--- config.mk ---
export PLATFORM = sky130hd
export DESIGN_NAME = seq_detect_param
export DESIGN_NICKNAME = d
export VERILOG_FILES = /design/src/rtl/seq_detect_param.sv
export SDC_FILE = /design/constraint.sdc
export NUM_CORES = 1
export LEC_CHECK = 0
export BUFFER_PORTS_ARGS = -buffer_cell sky130_fd_sc_hd__buf_2
export CAP_MARGIN = 20
export CORE_UTILIZATION = 53
export CTS_CLUSTER_DIAMETER = 50
export DETAILED_ROUTE_END_ITERATION = 7
export GPL_ROUTABILITY_DRIVEN = 0
export GPL_TIMING_DRIVEN = 1
export PLACE_DENSITY = 0.82
export SLEW_MARGIN = 20
export SYNTH_ARGS = -nofsm -noshare
export SYNTH_HDL_FRONTEND = slang
export SYNTH_SLANG_ARGS = --single-unit
--- constraint.sdc ---
create_clock -name clk -period 6.6 [get_ports clk]
set_clock_uncertainty 0.15 [all_clocks]
set_input_delay 0.99 -clock clk [delete_from_list [all_inputs] [get_ports clk]]
set_output_delay 0.99 -clock clk [all_outputs]
set_load 0.03 [all_outputs]
--- src/rtl/seq_detect_param.sv ---
// seq_detect_param
// Serial pattern detector with a runtime-programmable pattern of 1..MAX_LEN
// bits. One bit is sampled per clock when in_valid is high. Every completion
// of the pattern raises seq_seen for one cycle and bumps a saturating counter.
// Overlapping or non-overlapping matching is selected by the latched config.
//
// Ports:
//   clk         rising-edge clock
//   reset       asynchronous active-low reset
//   inp_bit     serial data bit
//   in_valid    inp_bit is sampled only when high
//   cfg_load    strobe: latch pattern/pat_len/overlap_en, clear history
//   pattern     pattern bits, [pat_len-1] arrives first, [0] arrives last
//   pat_len     requested pattern length (0 disables, >MAX_LEN clamps)
//   overlap_en  1 = overlapping matches, 0 = history restarts after a match
//   count_clr   clears match_count (wins over a same-cycle increment)
//   seq_seen    registered one-cycle match pulse
//   match_count saturating number of matches
module seq_detect_param #(
  parameter int                 MAX_LEN     = 8,
  parameter int                 LEN_W       = $clog2(MAX_LEN) + 1,
  parameter int                 CNT_W       = 8,
  parameter logic [MAX_LEN-1:0] RST_PATTERN = MAX_LEN'(8'b0000_1011),
  parameter int                 RST_LEN     = 4,
  parameter bit                 RST_OVERLAP = 1'b1
) (
  input  logic               clk,
  input  logic               reset,
  input  logic               inp_bit,
  input  logic               in_valid,
  input  logic               cfg_load,
  input  logic [MAX_LEN-1:0] pattern,
  input  logic [LEN_W-1:0]   pat_len,
  input  logic               overlap_en,
  input  logic               count_clr,
  output logic               seq_seen,
  output logic [CNT_W-1:0]   match_count
);

  localparam logic [LEN_W-1:0] MAX_L   = LEN_W'(MAX_LEN);
  localparam logic [CNT_W-1:0] CNT_MAX = '1;

  function automatic logic [CNT_W-1:0] sat_inc(input logic [CNT_W-1:0] c);
    return (c == CNT_MAX) ? c : c + 1'b1;
  endfunction

  function automatic logic [LEN_W-1:0] clamp_len(input logic [LEN_W-1:0] l);
    return (l > MAX_L) ? MAX_L : l;
  endfunction

  logic [MAX_LEN-1:0] cfg_pat_q, cfg_pat_d;
  logic [LEN_W-1:0]   cfg_len_q, cfg_len_d;
  logic               cfg_ovl_q, cfg_ovl_d;
  logic [MAX_LEN-1:0] hist_q, hist_d;
  logic [LEN_W-1:0]   fill_q, fill_d;
  logic               seq_seen_q, seq_seen_d;
  logic [CNT_W-1:0]   match_count_q, match_count_d;

  logic [LEN_W-1:0]   len_eff;
  logic [MAX_LEN-1:0] hist_nxt;
  logic [LEN_W-1:0]   fill_nxt;
  logic [MAX_LEN-1:0] win_mask;
  logic               hit;

  always_comb begin
    cfg_pat_d     = cfg_pat_q;
    cfg_len_d     = cfg_len_q;
    cfg_ovl_d     = cfg_ovl_q;
    hist_d        = hist_q;
    fill_d        = fill_q;
    match_count_d = match_count_q;

    len_eff  = clamp_len(cfg_len_q);
    hist_nxt = {hist_q[MAX_LEN-2:0], inp_bit};
    fill_nxt = (fill_q >= MAX_L) ? MAX_L : fill_q + 1'b1;

    // Only the newest len_eff history bits take part in the compare.
    win_mask = '0;
    for (int i = 0; i < MAX_LEN; i++) begin
      win_mask[i] = (LEN_W'(i) < len_eff);
    end

    // A bit arriving alongside cfg_load is discarded, so it cannot match.
    hit = in_valid && !cfg_load && (len_eff != '0) && (fill_nxt >= len_eff) &&
          (((hist_nxt ^ cfg_pat_q) & win_mask) == '0);

    seq_seen_d = hit;

    if (cfg_load) begin
      cfg_pat_d = pattern;
      cfg_len_d = pat_len;
      cfg_ovl_d = overlap_en;
      hist_d    = '0;
      fill_d    = '0;
    end else if (in_valid) begin
      hist_d = hist_nxt;
      // Non-overlapping mode keeps the shifted history but forgets how many
      // bits are valid, so the next match needs a full fresh window.
      fill_d = (hit && !cfg_ovl_q) ? '0 : fill_nxt;
    end

    if (count_clr) begin
      match_count_d = '0;
    end else if (hit) begin
      match_count_d = sat_inc(match_count_q);
    end
  end

  always_ff @(posedge clk or negedge reset) begin
    if (!reset) begin
      cfg_pat_q     <= RST_PATTERN;
      cfg_len_q     <= LEN_W'(RST_LEN);
      cfg_ovl_q     <= RST_OVERLAP;
      hist_q        <= '0;
      fill_q        <= '0;
      seq_seen_q    <= 1'b0;
      match_count_q <= '0;
    end else begin
      cfg_pat_q     <= cfg_pat_d;
      cfg_len_q     <= cfg_len_d;
      cfg_ovl_q     <= cfg_ovl_d;
      hist_q        <= hist_d;
      fill_q        <= fill_d;
      seq_seen_q    <= seq_seen_d;
      match_count_q <= match_count_d;
    end
  end

  assign seq_seen    = seq_seen_q;
  assign match_count = match_count_q;

endmodule

==> metrics.yaml <==
global_routing:
  grt_max_degree: 34
  grt_first_pass_wirelength_um: 5490
  overflow: 0
  grt_pass1_vias: 1270
  track_usage_pct: 20.7
  grt_antenna_before_repair: 0
floorplanning:
  rows: 21
  initial_utilization_pct: 55.0
  coreArea_um2: 3340
  die_area_um2: 3700
  die_h_um: 60.9
  io_pins: 28
  fp.dieW_um: 60.9
sta:
  drv_slew: 0
  tns_ns: 0
  period_minus_slack_ns: 2.87
  setup_viol: 0
  final-hold-violation-count: 0
  period_share_pct: 43.5
  slew_headroom_pct: 52.1
  worst_pin_slew_ns: 0.719
  rsz0062_at_grt: "no"
  fmax_ghz: 0.348
clock_tree:
  clk_pin_slew_worst_paths_ns: 0.10
  clk_path_buf_depth: 2
  htreeDepth: 2
  postCtsSetupRepairBufs: 0
  cts_tree: "built"
  cts_buffers: 5
  root_buffer: "clkbuf_4"
  cts_resized: 0
  cts.hold.buffers_added: 0
  clk_latency_ns: 0.34
  numClockSinks: 33
setup_path:
  max_stage_delay_ns: 0.58
  start_kind: "register"
  crit_buf_inv: 0
  cp_max_fo: 10
  regToRegSetupSlack_ns: 3.73
  crit_top_cell: "ha_1"
  critPathCaptureType: "register"
  crit_family: "simple AND/OR/NAND/NOR gates"
  cp_cell_sequence: "ha_1 -> xnor2_1 -> nor2_1 -> ha_1 -> o21ai_0 -> a22oi_1 -> nand3_1 -> or4_1 -> a21oi_1"
  critPathArrivalTime_ns: 2.98
  criticalPathCategory: "register to register"
  crit_slowest_cell: "or4_1"
  cp.required_ns: 6.71
placement:
  dp_hpwl_um: 2290
  dp_cells: 239
  io_buffers: 27
power:
  powerDensity_nw_per_um2: 198
  ir_drop_uv: 165
  leakage_nw: 0.962
synth:
  dominantRegCellSynth: "dfrtp_1"
  syn-cell-area_um2: 1840
  syn_nets: 198
  syn-instance-count: 172
  synth-seq-cells: 33
  synth_edf_count: 0
  avgSynthCellArea_um2: 10.7
  yosysSeqAreaShare_pct: 45.3
  synthArstFlopShare_pct: 100
  ys_warn_count: 0
  synthDistinctLibCells: 40
flow_run:
  maxCapViolCount: 0
finish:
  antennaDiodeCount: 0
  drive_gt1_share_pct: 28.7
  multi_input_area_um2: 953
  fin_cells: 248
  most-common-layout-cells: "28 x dfrtp_1, 28 x buf_2, 17 x nor2_1, 12 x mux2_2"
  fill_cells: 298
  seq_area_um2: 832
  finalNetCount: 227
  area_growth_pct: 12.1
routing:
  drt-initial-drc-count: 92
  drt_drc_violations_left: 0
  first_pass_iters: 4
  wl_per_cell_um: 13.0
  vias: 1352
  wl_um: 3240
  via_per_inst: 5.45
  ant_nets: 0
run_status:
  status: "finished, final reports clean"
min_path:
  hp-class: "register to register"
through the flow:
step                      hold WS [ns]  worst slack, ns  utilization, %  cell area, um^2  total power, W
after floorplan                  0.334             3.90               -             1840        0.000280
after global placement           0.361             3.57            59.8             2000        0.000298
after detailed placement         0.371             3.52            59.8             2000        0.000300
after CTS                        0.396             3.76            61.5             2050        0.000411
after global routing             0.411             3.57            61.6             2060        0.000431
final                            0.388             3.73            61.6             2060        0.000407
layout make-up:
| cell class | instances | share of cell area, % |
|---|---|---|
| tap | 46 | 2.80 |
| inverter | 5 | 0.912 |
| clock buffer | 5 | 1.82 |
| sequential | 33 | 40.5 |
| timing repair buffer | 28 | 6.81 |
| clock inverter | 3 | 0.852 |
| multi-input combinational | 128 | 46.4 |
cells in the mapped netlist, drive strengths merged (4+ instances only):
cell | n | area share [%]
o21ai | 8 | 2.2
xor2 | 6 | 2.9
dfrtp | 28 | 38
nand2b | 5 | 1.7
ha | 7 | 4.8
nand2 | 8 | 1.6
nor3 | 5 | 1.4
dfstp | 5 | 7.2
buf | 4 | 1.3
nand3 | 6 | 1.6
mux2 | 17 | 10
nor2 | 17 | 3.5
inv | 5 | 1.0
nor2b | 8 | 2.7
mux2i | 8 | 4.4
sequential cells by signal (all words and copies together) (netlist names):
signal	flops
seq_seen	1
cfg_pat_q	8
cfg_ovl_q	1
hist_q	7
fill_q	4
match_count	8
cfg_len_q	4
kinds of logic after synthesis:
| group | count (synthesis) | share of synthesized area [%] |
|---|---|---|
| compound gates | 22 | 8.11 |
| flops | 33 | 45.3 |
| buf+inv | 11 | 2.73 |
| fa+ha+maj | 7 | 4.77 |
| mux | 25 | 14.8 |
| simple gates | 65 | 20.0 |
| xor+xnor | 9 | 4.29 |
worst paths after layout:
| check | start | endpoint | depth (start not counted) |
|---|---|---|---|
| setup / recovery | fill_q[0] | match_count[0] | 9 |
| hold / removal | cfg_ovl_q | cfg_ovl_q | 2 |
| setup reg to reg | fill_q[0] | match_count[0] | 9 |
| hold reg to reg | cfg_ovl_q | cfg_ovl_q | 2 |
| max in group asynchronous | reset | match_count[0] | 1 |
| min in group asynchronous | reset | match_count[4] | 1 |
tightest hold or removal path, delay by kind of cell (launching register included):
family	cells	cell delay, ns
buffers and inverters	1	0.07
flip-flops	1	0.40
AO/OA/AOI/OAI	1	0.07
where the power goes:
part           leakage, nW  switching (W)  internal [W]
Combinational        0.508      0.0000394     0.0000314
Sequential           0.423      0.0000112      0.000215
Clock               0.0310      0.0000698     0.0000401
Total                0.962       0.000120      0.000287
metal layers:
metal | share of wire [%] | GRT usage, % | vias up
li1 | - | - | 673
met1 | 49 | 25.1 | 642
met2 | 46 | 33.9 | 31
met3 | 4.0 | 6.61 | 6
met4 | 1.6 | 9.42 | 0
met5 | 0 | 0 | -
Power figures use the tool's default switching activity.
